`src/rtl/adder_pipe_param.sv`:
```
// Pipelined ripple-carry adder/subtractor.
// Operands are resolved SLICE bits per stage, with the carry registered between stages.
// Untouched operand slices travel down the pipe shifted so that the next slice
// to add always sits at bit 0. Finished sum slices enter at the top of the sum
// register and are shifted right each stage, so the final stage holds the
// complete, aligned result.
module adder_pipe_param #(
  parameter int WIDTH = 8,
  parameter int SLICE = 2
) (
  input  logic             clk,
  input  logic             rst,
  input  logic [WIDTH-1:0] a,
  input  logic [WIDTH-1:0] b,
  input  logic             cin,
  input  logic             sub,
  input  logic             in_valid,
  output logic             in_ready,
  output logic [WIDTH-1:0] sum,
  output logic             out,
  output logic             out_valid,
  input  logic             out_ready
);

  localparam int STAGES = WIDTH / SLICE;

  generate
    if ((SLICE <= 0) || (WIDTH <= 0) || ((WIDTH % SLICE) != 0)) begin : g_badParam
      $error("adder_pipe_param: WIDTH must be a positive multiple of SLICE");
    end
  endgenerate

  // Per-stage registered state
  logic             r_valid [STAGES];
  logic             r_carry [STAGES];
  logic [WIDTH-1:0] r_sum   [STAGES];
  logic [WIDTH-1:0] r_aRem  [STAGES];
  logic [WIDTH-1:0] r_bRem  [STAGES];

  // Per-stage inputs, as seen by the stage that is about to capture them
  logic             w_validIn [STAGES];
  logic             w_carryIn [STAGES];
  logic [WIDTH-1:0] w_aIn     [STAGES];
  logic [WIDTH-1:0] w_bIn     [STAGES];
  logic [WIDTH-1:0] w_sumIn   [STAGES];
  logic [SLICE:0]   w_sliceSum[STAGES];
  logic             w_en;

  // The whole pipe advances unless a finished result is waiting on a stalled consumer
  assign w_en      = !r_valid[STAGES-1] || out_ready;
  assign in_ready  = w_en;
  assign out_valid = r_valid[STAGES-1];
  assign sum       = r_sum[STAGES-1];
  assign out       = r_carry[STAGES-1];

  // Route each stage's inputs: stage 0 from the ports (subtract becomes a + ~b + 1), later stages from their predecessor
  always_comb begin
    w_validIn[0] = in_valid;
    w_aIn[0]     = a;
    w_bIn[0]     = sub ? ~b : b;
    w_carryIn[0] = sub ? 1'b1 : cin;
    w_sumIn[0]   = '0;
    for (int k = 1; k < STAGES; k++) begin
      w_validIn[k] = r_valid[k-1];
      w_aIn[k]     = r_aRem[k-1];
      w_bIn[k]     = r_bRem[k-1];
      w_carryIn[k] = r_carry[k-1];
      w_sumIn[k]   = r_sum[k-1];
    end
    for (int k = 0; k < STAGES; k++) begin
      w_sliceSum[k] = {1'b0, w_aIn[k][SLICE-1:0]}
                    + {1'b0, w_bIn[k][SLICE-1:0]}
                    + {{SLICE{1'b0}}, w_carryIn[k]};
    end
  end

  // Advance every stage together; data registers only load behind a valid bit so bubbles leave results untouched
  always_ff @(posedge clk) begin
    if (rst) begin
      for (int k = 0; k < STAGES; k++) begin
        r_valid[k] <= 1'b0;
        r_carry[k] <= 1'b0;
        r_sum[k]   <= '0;
        r_aRem[k]  <= '0;
        r_bRem[k]  <= '0;
      end
    end else if (w_en) begin
      for (int k = 0; k < STAGES; k++) begin
        r_valid[k] <= w_validIn[k];
        if (w_validIn[k]) begin
          r_carry[k] <= w_sliceSum[k][SLICE];
          r_sum[k]   <= (w_sumIn[k] >> SLICE)
                      | (WIDTH'(w_sliceSum[k][SLICE-1:0]) << (WIDTH - SLICE));
          r_aRem[k]  <= w_aIn[k] >> SLICE;
          r_bRem[k]  <= w_bIn[k] >> SLICE;
        end
      end
    end
  end

endmodule

```
`config.mk`:
```
export PLATFORM = sky130hd
export DESIGN_NAME = adder_pipe_param
export DESIGN_NICKNAME = d
export VERILOG_FILES = /design/src/rtl/adder_pipe_param.sv
export SDC_FILE = /design/constraint.sdc
export NUM_CORES = 1
export LEC_CHECK = 0
export CORE_MARGIN = 5
export CORE_UTILIZATION = 50
export CTS_CLUSTER_SIZE = 30
export DETAILED_ROUTE_END_ITERATION = 8
export GPL_TIMING_DRIVEN = 0
export HOLD_SLACK_MARGIN = 0.06
export PLACE_DENSITY = 0.69
export SLEW_MARGIN = 10
export SYNTH_ARGS = -nofsm -noshare
export SYNTH_HDL_FRONTEND = slang
export SYNTH_SLANG_ARGS = --single-unit
```
`constraint.sdc`:
```
create_clock -name clk -period 5.6 [get_ports clk]
set_input_delay 1.68 -clock clk [delete_from_list [all_inputs] [get_ports clk]]
set_output_delay 1.68 -clock clk [all_outputs]
set_load 0.02 [all_outputs]
```
==> After elaboration in Yosys (flattened, before gate mapping) <==
Memory sizes are Yosys's and may differ from the RTL's.
Cells that the tools add are included.
{ "word_totals": {"reg_bits": 0, "ramBits": 88, "in_bits": 22, "output_inout_bits": 11, "elab_cells": 82, "n_memories": 5} }
{ "mem_list": {"columns": ["name", "depth", "width", "read_ports", "rd_ports_with_merged_regs", "wr", "line_no", "text"], "rows": [
  ["r_sum", 4, 8, 4, 0, 4, "36", "logic [WIDTH-1:0] r_sum [STAGES];"],
  ["r_aRem", 4, 6, 3, 0, 4, "37", "logic [WIDTH-1:0] r_aRem [STAGES];"],
  ["r_bRem", 4, 6, 3, 0, 4, "38", "logic [WIDTH-1:0] r_bRem [STAGES];"],
  ["r_carry", 4, 1, 4, 0, 4, "35", "logic r_carry [STAGES];"],
  ["r_valid", 4, 1, 4, 0, 4, "34", "logic r_valid [STAGES];"]
]} }
{ "classes": {"add_sub_neg": 8, "muxes": 43, "bitwise_logic": 24, "n_reduce_logical": 2} }
{ "op_table": {"columns": ["cell", "count"], "rows": [
  ["6-bit two-way mux", 8],
  ["8-bit two-way mux", 5],
  ["1-bit two-way mux", 30],
  ["6-bit by 8-bit bitwise OR with 8-bit output", 3],
  ["1-bit bitwise OR", 20],
  ["2-bit by 2-bit adder with 3-bit output", 4],
  ["3-bit by 1-bit adder with 3-bit output", 4],
  ["8-bit inverter", 1],
  ["1-bit logical NOT", 1],
  ["1-bit logical OR", 1]
]} }

==> Depth between registers and ports, before layout <==
An unclocked memory read counts as a cell.
{ "logic_depth": {"word_depth": 7, "mapped_depth": 6, "mapped_depth_nobuf": 5} }

==> Worst setup path before layout <==
Ideal clock, no wire load.
{ "synth_path": {"path_kind": "input -> output", "start": "input port out_ready", "end": "output port in_ready", "arrival_time_ns": 2.032, "required_ns": 3.920, "slack_ns": 1.888, "stages": 3, "n_path_buf": 1, "path_cell_list": "nor2b_4 > buf_6 > inv_1"} }
{ "synth_via": {"elab_chain_cells": 1} }
{ "synth_rtl": {"columns": ["item", "line_no", "text"], "rows": [
  ["from (decl)", "22", "input logic out_ready"],
  ["1-bit logical OR", "50", "assign w_en = !r_valid[STAGES-1] || out_ready;"],
  ["to (decl)", "18", "output logic in_ready,"]
]} }
Every way passes these cells.

==> Worst setup path in the final report <==
Ends and elaborated chain as after synthesis.

==> flow_summary.json <==
{
  "tns_ns": 0,
  "syn_avg_cell_area_um2": 15.71,
  "crit_path_max_incr_delay_ns": 0.64,
  "ys_seq_area_frac": 0.5915,
  "cts_hold_buffers": 0,
  "combPwrFrac": 0.118,
  "fin_nets": 236,
  "dr.first_iter.drc_count": 53,
  "synth_seq_cells": 52,
  "setup_slack_ns": 0.7519,
  "finalSetupViolCount": 0,
  "syn-num-nets": 198,
  "yosysWarnings": 0,
  "drcViolationCount": 0,
  "wire_per_inst_um": 14.88,
  "worst_slew_pin_slew_ns": 0.5825,
  "clockRootBuffer": "clkbuf_8",
  "synthCells": 168,
  "crit_buf_inv": 4,
  "crit_fanout": 9,
  "crit_type": "in -> out",
  "synth_most_common_cell": "edfxtp_1",
  "ys_types": 18,
  "path_clk_slew_ns": 0.10,
  "synth_edf_count": 52,
  "nFillCells": 389,
  "clockBufferDepth": 2,
  "grt_overflow": 0,
  "first_pass_iters": 4,
  "num_rows": 26,
  "post_cts_buffers": 0,
  "cts.sinks": 52,
  "die_area_um2": 6834,
  "fmax_ghz": 0.2063,
  "synth.largest_area_cell": "edfxtp_1",
  "startpoint_type": "input port",
  "grt_pass1_vias": 1488,
  "switching_share": 0.2193,
  "dpl.hpwl_um": 3100,
  "antenna_found_initial": 0,
  "synth_commonest_cells": "52 x edfxtp_1, 26 x nor3b_2, 17 x inv_1, 10 x buf_6",
  "clk_latency_ns": 0.31,
  "antenna_left": 0,
  "boundaryPins": 33,
  "via_per_inst": 4.906,
  "drive_gt1_frac": 0.3043,
  "p_int_w": 0.0006406,
  "crit_arrival_ns": 3.17,
  "layout_min_cycle_time_ns": 4.848,
  "grt_max_degree": 18,
  "status": "finished, final reports clean",
  "finalMaxSlewViolations": 0,
  "rsz0062_at_grt": "no",
  "synth_area_leaders": "edfxtp_1 59%, nor3b_2 12%, fa_1 6.1%",
  "drv_cap": 0,
  "cp_top_family": "buffers and inverters",
  "cp.required_ns": 3.92,
  "synth_top_area_frac": 0.5915,
  "p_clk_frac": 0.319,
  "grt_pass1_wl_um": 7031,
  "timing.final.crit_share": 0.8657,
  "hold_path.class": "reg -> reg",
  "post-place-ws_ns": 0.7519,
  "crit_path_end_kind": "output port",
  "p_switching_w": 0.0001799,
  "crit_chain": "clkdlybuf4s50_1, nor2b_4, buf_6, inv_1, clkdlybuf4s50_1",
  "cts_max_level": 2,
  "slew_headroom": 0.6117,
  "cp_common_cell": "clkdlybuf4s50_1",
  "cts_buffers": 5,
  "pwr_density_cell_nw_per_um2": 260.2,
  "skew_ns": 0.006934,
  "die_y_um": 82.67,
  "io_buffers": 31,
  "routed_wl_um": 4122,
  "diodes": 0,
  "coreArea_um2": 5107,
  "place_congestion": 0.7678,
  "cts_tree": "yes",
  "die_x_um": 82.67,
  "p_seq_frac": 0.563,
  "area_growth_pct": 19.43,
  "final_hold_viol_count": 0,
  "num_vias": 1359,
  "start_util": 0.5169,
  "leakagePower_nw": 1.121,
  "cpMaxStageDelayCell": "clkdlybuf4s50_1",
  "synth-async-reset-ratio": 0,
  "ys.flop_type": "edfxtp_1",
  "postCtsResizedCells": 0,
  "vdd_ir_drop_max_mv": 0.1154,
  "track_usage": 0.1418,
  "syn_area_um2": 2640
}
placed cells by master, fill, tap and decap left out, types with 2 or more instances in the layout:
master / Yosys / layout
clkbuf_8: 0 / 5
fa_1: 8 / 8
buf_2: 2 / 2
nand2b_1: 3 / 3
nor3b_1: 8 / 8
clkdlybuf4s50_1: 0 / 31
nor3_2: 6 / 6
nand2b_4: 2 / 2
a21o_1: 4 / 4
nor3_1: 6 / 6
edfxtp_1: 52 / 52
nor3b_2: 26 / 26
buf_6: 10 / 10
nor4b_1: 2 / 2
xnor2_1: 7 / 7
nor2_1: 5 / 5
inv_1: 17 / 17
buf_4: 8 / 8
layout make-up:
type | count | area [µm²] | share of cell area
Sequential cell | 52 | 1562 | 0.4952
Multi-Input combinational cell | 79 | 832.0 | 0.2639
Timing Repair Buffer | 31 | 310.3 | 0.09841
Buffer | 20 | 182.7 | 0.05794
Tap cell | 70 | 87.58 | 0.02778
Clock buffer | 5 | 68.82 | 0.02183
Inverter | 17 | 63.81 | 0.02024
Clock inverter | 3 | 46.29 | 0.01468
stage by stage:
stage	hold WS, ns	utilization	total power (W)	area (µm²)	instances
after floorplan	0.5375	-	0.0005317	2640	168
after global placement	0.5460	0.5948	0.0005644	3038	269
after detailed placement	0.5574	0.5948	0.0005695	3038	269
after CTS	0.5871	0.6173	0.0008268	3153	277
after global routing	0.6121	0.6173	0.0008561	3153	277
final	0.5836	0.6173	0.0008205	3153	277
per-layer routing:
layer  up-vias  part of all wire  global-route usage
li1        655                 -                   -
met1       657              0.38              0.1508
met2        40              0.55              0.2684
met3         7             0.051             0.03796
met4         0             0.014             0.04739
met5         -                 0                   0
power groups by stage:
stage | logic, W | registers [W] | clock network (W)
detailed placement | 0.0000985 | 0.000471 | 0
CTS | 0.0000990 | 0.000462 | 0.000265
floorplan | 0.0000625 | 0.000469 | 0
global placement | 0.0000944 | 0.000470 | 0
global route | 0.000108 | 0.000464 | 0.000284
finish | 0.0000969 | 0.000462 | 0.000261
cells by family (layout without fill, tap and decap cells):
group,after synthesis,in the layout,share of synthesized area
flops,52,52,0.5915
simple gates,59,59,0.2166
buf+inv,37,76,0.09337
compound gates,4,4,0.01137
fa+ha+maj,8,8,0.06066
xor+xnor,8,8,0.02654
flip-flops by register name, indices dropped and copies added (netlist names):
| name | flops |
|---|---|
| r_bRem | 12 |
| r_carry | 4 |
| r_sum | 20 |
| r_aRem | 12 |
| r_valid | 4 |
worst paths after layout:
| check | startpoint | to | slack [ns] | depth (start not counted) |
|---|---|---|---|---|
| setup reg to reg | r_carry[0][0] | r_carry[0][1] | 3.79 | 4 |
| hold / removal | r_aRem[0][2] | r_aRem[0][6] | 0.58 | 1 |
| setup / recovery | out_ready | in_ready | 0.75 | 5 |
| hold reg to reg | r_aRem[0][2] | r_aRem[0][6] | 0.58 | 1 |
(Power assumes the default switching activity.)
